==> src/rtl/coder_round_scheduler.sv <==
// coder_round_scheduler
// Control block for the iterative 64-bit Magma/GOST round datapath. It holds
// the 256-bit key and the encrypt/decrypt mode, and accepts one block per
// stream-slave handshake. It then steps the datapath through 32 rounds,
// supplying the subkey for each one, and presents the result on the
// stream-master handshake. Block data does not pass through this block.
//
// Ports
//   clk_i, rst_i        clock, synchronous active-high reset
//   key_i, mode_i       key and mode (0 enc / 1 dec), captured on key_load_i
//   key_load_i          capture request; key_rej_o pulses if a block is busy
//   ss_tvalid_i/ss_tready_o   input block handshake (ready is combinational)
//   sm_tvalid_o/sm_tready_i   output block handshake
//   dp_load_o           datapath loads N1/N2 (combinational, input handshake)
//   dp_round_o, dp_key_o, dp_idx_o, dp_last_o   per-round datapath strobes
//   blk_cnt_o           completed output handshakes, modulo 2^16
module coder_round_scheduler #(
  parameter int TDATA_WIDTH = 64,
  parameter int KEY_WIDTH   = 256,
  parameter int K_WIDTH     = 32,
  parameter int ROUNDS      = 32
) (
  input  logic                 clk_i,
  input  logic                 rst_i,
  input  logic [KEY_WIDTH-1:0] key_i,
  input  logic                 mode_i,
  input  logic                 key_load_i,
  output logic                 key_rej_o,
  input  logic                 ss_tvalid_i,
  output logic                 ss_tready_o,
  output logic                 sm_tvalid_o,
  input  logic                 sm_tready_i,
  output logic                 dp_load_o,
  output logic                 dp_round_o,
  output logic [K_WIDTH-1:0]   dp_key_o,
  output logic [4:0]           dp_idx_o,
  output logic                 dp_last_o,
  output logic [15:0]          blk_cnt_o
);

  localparam int NK = KEY_WIDTH / K_WIDTH;

  // The datapath splits a block into two subkey-wide halves.
  if (K_WIDTH * 2 != TDATA_WIDTH || NK != 8) begin : g_bad_cfg
    $error("coder_round_scheduler: unsupported width configuration");
  end

  typedef enum logic [1:0] {S_IDLE, S_READY, S_ROUND, S_HOLD} state_t;

  state_t                      state_q, state_d;
  logic [NK-1:0][K_WIDTH-1:0]  key_q;   // key_q[7] = K0 ... key_q[0] = K7
  logic                        mode_q;
  logic [4:0]                  idx_q, idx_d;
  logic                        kcap;

  // Subkey for round r. K[j] lives at key_q[7-j] = key_q[~j], so the
  // reversed half of the schedule (K[7-j]) indexes key_q[j] directly.
  function automatic logic [K_WIDTH-1:0] subkey(input logic [4:0] r);
    logic       rev;
    logic [2:0] sel;
    rev = mode_q ? (r >= 5'd8) : (r >= 5'd24);
    sel = rev ? r[2:0] : ~r[2:0];
    return key_q[sel];
  endfunction

  always_comb begin
    state_d     = state_q;
    ss_tready_o = 1'b0;
    dp_load_o   = 1'b0;
    kcap        = 1'b0;
    case (state_q)
      S_IDLE: begin
        if (key_load_i) begin
          kcap    = 1'b1;
          state_d = S_READY;
        end
      end
      S_READY: begin
        // a key load in the same cycle wins over the block
        ss_tready_o = !key_load_i;
        kcap        = key_load_i;
        dp_load_o   = ss_tvalid_i && !key_load_i;
        if (dp_load_o) state_d = S_ROUND;
      end
      S_ROUND: if (idx_q == 5'(ROUNDS - 1)) state_d = S_HOLD;
      S_HOLD:  if (sm_tready_i) state_d = S_READY;
      default: state_d = S_IDLE;
    endcase
  end

  // Round index of the next cycle: restarts at 0 on entry to ROUND.
  assign idx_d    = (state_q == S_ROUND) ? idx_q + 5'd1 : 5'd0;
  assign dp_idx_o = idx_q;

  always_ff @(posedge clk_i) begin
    if (rst_i) begin
      state_q     <= S_IDLE;
      key_q       <= '0;
      mode_q      <= 1'b0;
      idx_q       <= '0;
      dp_round_o  <= 1'b0;
      dp_key_o    <= '0;
      dp_last_o   <= 1'b0;
      sm_tvalid_o <= 1'b0;
      key_rej_o   <= 1'b0;
      blk_cnt_o   <= '0;
    end else begin
      state_q <= state_d;
      if (kcap) begin
        key_q  <= key_i;
        mode_q <= mode_i;
      end
      key_rej_o   <= key_load_i && (state_q == S_ROUND || state_q == S_HOLD);
      // round strobes are registered from the next state so that they line
      // up with the cycle the datapath executes the round
      dp_round_o  <= (state_d == S_ROUND);
      idx_q       <= (state_d == S_ROUND) ? idx_d : 5'd0;
      dp_key_o    <= (state_d == S_ROUND) ? subkey(idx_d) : '0;
      dp_last_o   <= (state_d == S_ROUND) && (idx_d == 5'(ROUNDS - 1));
      sm_tvalid_o <= (state_d == S_HOLD);
      if (state_q == S_HOLD && sm_tready_i) blk_cnt_o <= blk_cnt_o + 16'd1;
    end
  end

endmodule
==> config.mk <==
export PLATFORM = sky130hd
export DESIGN_NAME = coder_round_scheduler
export DESIGN_NICKNAME = d
export VERILOG_FILES = /design/src/rtl/coder_round_scheduler.sv
export SDC_FILE = /design/constraint.sdc
export NUM_CORES = 1
export LEC_CHECK = 0
export ABC_AREA = 1
export ABC_CLOCK_PERIOD_IN_PS = 3000
export BUFFER_PORTS_ARGS = -buffer_cell sky130_fd_sc_hd__buf_2
export CAP_MARGIN = 0
export CORE_ASPECT_RATIO = 1.2
export CORE_MARGIN = 2
export CORE_UTILIZATION = 45
export DETAILED_ROUTE_END_ITERATION = 12
export PLACE_DENSITY = 0.69
export SLEW_MARGIN = 20
export SYNTH_ARGS = -nofsm -noshare
export SYNTH_HDL_FRONTEND = slang
export SYNTH_SLANG_ARGS = --single-unit
==> constraint.sdc <==
create_clock -name clk_i -period 3 [get_ports clk_i]
set_clock_uncertainty 0.05 [all_clocks]
set_input_delay 0.3 -clock clk_i [delete_from_list [all_inputs] [get_ports clk_i]]
set_output_delay 0.3 -clock clk_i [all_outputs]
set_load 0.03 [all_outputs]
==> impl_metrics.ini <==
[logic_synthesis]
yosys-top-cells-area = dfxtp_1 (47%), o21ai_0 (11%), nand3_1 (8.6%), nor2_1 (7.8%), a21oi_1 (7.6%)
syn_nets = 2182
synth_cell_types = 32
yosysTopAreaCell = dfxtp_1
synthXorXnorAreaFrac_pct = 0.250
synth-adder-area-share_pct = 0.278
yosysWarnings = 0
synth-compound-area-share_pct = 18.9
netlist.area_leader.share_pct = 46.9
synthCells = 1917
synth.area.mux_share_pct = 0
seq_area_frac_synth_pct = 46.9
synth_seq_cells = 316
synth.avg_cell_area_um2 = 7.04
syn_area_mm2 = 0.0135
synth_top_family_by_area = simple AND/OR/NAND/NOR gates
synth-simple-area-share_pct = 22.8

[global_routing]
grt-ovfl-total = 0
grtUsageMet1_pct = 36.6
grt_pass1_wl_um = 68400
gr-max-usage-layer = met2
grt_pass1_vias = 12700
met3_usage_pct = 4.49
grtUsageMet2_pct = 44.1
track_usage_pct = 27.5
antenna_found_initial = 2
grt_max_degree = 114

[clock_network]
cts_buffer_depth = 3
cts_tree = built
cts_max_level = 2
cts.sinks = 316
post_cts_buffers = 0
insertion_delay_ns = 0.51
cts_buffers = 34
cts_root_buf = clkbuf_16
cts.clk_slew.worst_paths_ns = 0.06

[pwr]
power_frac_seq_pct = 44.3
finalPower_mw = 10.3
combinationalPowerShare_pct = 11.7
p_sw_share_pct = 25.0
ir_drop_mv = 0.389
p_leak_nw = 7.90
pwr-share-clk_pct = 44.0
switchingPower_mw = 2.58
internal_power_mw = 7.72
power_density_mw_per_mm2 = 599

[floorplanning]
num_io_pins = 321
dieWidth_um = 162
dieArea_mm2 = 0.0314
core_mm2 = 0.0295
rows = 69
fp.dieH_um = 194
start_util_pct = 45.7

[worst_setup_path]
cp.required_ns = 3.35
cp.arrival_ns = 3.16
critPathMaxFanout = 21
path_class = flip-flop to flip-flop
end_kind = flip-flop
start_kind = flip-flop

[detailed_routing]
totalWireLength_um = 45300
wl_per_cell_um = 17.2
drt_iter0_drc = 1387
first_pass_iters = 7
vias = 13900
drtAntennaViolNets = 0
avgViaCountPerCell = 5.26
drc = 0

[sta]
setup_violations = 0
drv_slew = 0
finalSetupTns_ns = 0
maxSlewHeadroom_pct = 54.0
whs_ns = 0.0187
post-route-period-util_pct = 93.7
finalCriticalPeriod_ns = 2.81
tightestPinTransition_ns = 0.690
rsz0062_at_grt = false
fmax_mhz = 356
final_hold_viol_count = 0

[placement]
place.gp.congestion = 0.898
hpwl_um = 31500
placed_area_mm2 = 0.0153
portBuffers = 320

[cells_and_area]
final_area_mm2 = 0.0172
nNetsFinal = 2483
final_util_pct = 58.2
drive_above_1_share_pct = 19.5
syn_to_final_growth_pct = 27.4

[job]
cap_violations = 0

[outcome]
status = complete, no violations

[hold_path]
hold_path.class = input port to flip-flop
==> through the flow <==
stage | std cells | setup slack (ns)
global route | 2636 | 0.0165
CTS | 2633 | 0.0568
floorplan | 1917 | 0.498
finish | 2636 | 0.189
detailed placement | 2513 | 0.00156
global placement | 2513 | 0.0636
==> cells in the mapped netlist <==
master / n
buf_1: 9
or2_0: 1
a21oi_1: 206
o21ai_0: 291
buf_2: 42
nand3_2: 3
o21ai_1: 5
clkinv_1: 1
nor4b_1: 1
nor2_4: 2
nand3_1: 231
a31oi_1: 1
nor2_2: 1
buf_4: 9
a21oi_2: 1
dfxtp_1: 316
nand3b_1: 1
xor2_1: 1
inv_1: 215
nand4_1: 3
nand2_2: 5
clkbuf_1: 83
inv_2: 7
nand2_1: 185
xor2_2: 1
nor3_1: 5
nor4_1: 1
nor2_1: 282
xnor2_1: 1
o21a_1: 3
ha_1: 3
buf_6: 1
==> path summary, 6_finish.rpt <==
check,startpoint,endpoint,slack [ns],depth (start not counted)
min reg2reg,key_q[129],key_q[129],0.40,2
min,key_i[244],key_q[244],0.02,3
max,dp_idx_o[0],dp_key_o[21],0.19,14
max reg2reg,dp_idx_o[0],dp_key_o[21],0.19,14
==> critical path, stage by stage, from the launching register on <==
cell and delay, ns:
dfxtp_2 0.35, ha_1 0.21, nand2_1 0.08, nor2_1 0.04
ha_1 0.30, nand3_1 0.13, nand2_1 0.11, nand3_2 0.15
nand2_4 0.15, xor2_4 0.19, buf_4 0.32, buf_4 0.24
nand2_1 0.09, nor2_1 0.20, nor2_1 0.07
==> logic make-up after synthesis <==
logic type | Yosys count
buffers and inverters | 367
DFF | 316
adders and majority gates | 3
xor gates and xnor gates | 3
and+or+nand+nor | 721
AOI/OAI and AO/OA | 507
==> layout make-up <==
class | instances | area, um2
antenna | 2 | 5.00
inverter | 223 | 850
tap | 390 | 488
sequential | 316 | 6330
timing repair buffer | 409 | 2550
multi-input combinational | 1234 | 5740
clock inverter | 17 | 228
fill | 2780 | 12300
clock buffer | 45 | 996
==> placed cells by master, fill, tap and decap left out, types with 2 or more instances in the layout <==
cell | Yosys | final
nand2_2 | 5 | 5
bufinv_16 | 0 | 5
buf_2 | 42 | 320
inv_6 | 0 | 2
inv_2 | 7 | 6
o21ai_1 | 5 | 5
clkinv_2 | 0 | 6
nor2_2 | 1 | 3
nor3_1 | 5 | 5
buf_6 | 1 | 3
clkbuf_1 | 83 | 4
clkinvlp_4 | 0 | 4
o21a_1 | 3 | 3
a21oi_1 | 206 | 206
clkbuf_8 | 0 | 4
buf_4 | 9 | 19
nor2_4 | 2 | 3
nand2_1 | 185 | 183
nor2_1 | 282 | 279
dfxtp_1 | 316 | 315
clkbuf_16 | 0 | 38
o21ai_0 | 291 | 291
nand3_2 | 3 | 4
dlygate4sd3_1 | 0 | 58
inv_1 | 215 | 214
nand4_1 | 3 | 3
ha_1 | 3 | 3
nand3_1 | 231 | 230
buf_12 | 0 | 7
diode_2 | 0 | 2
nand2_4 | 0 | 2
==> power by group through the flow <==
stage,Combinational (mW),Clock (mW),Sequential (mW)
after floorplan,0.684,0,4.63
after global placement,1.12,0,4.64
after detailed placement,1.12,0,4.65
after CTS,1.19,4.60,4.56
after global routing,1.35,4.77,4.58
final,1.21,4.53,4.56
==> metal layers <==
| layer | share of wire [%] | up-vias | routed length (um) |
|---|---|---|---|
| met3 | 7.5 | 103 | 3410 |
| met2 | 46 | 623 | 21100 |
| met1 | 42 | 6340 | 18900 |
| met4 | 4.2 | 0 | 1920 |
| met5 | 0 | - | 0 |
| li1 | - | 6801 | - |
==> sequential cells by signal, indices dropped and copies added (netlist names) <==
register     count
key_rej_o        1
dp_last_o        1
dp_key_o        32
dp_round_o       1
key_q          256
state_q          2
sm_tvalid_o      1
blk_cnt_o       16
dp_idx_o         5
mode_q           1
==> what timing repair did <==
item                                   in CTS  in global routing
gates resized for setup                     1                  7
hold buffers                               58                  0
endpoints found under the hold margin      58                  0
gates cloned                                0                  1
pin swaps                                   0                  1
setup endpoints to repair                   1                 15
Note: power is estimated with default switching activity, not from simulation.
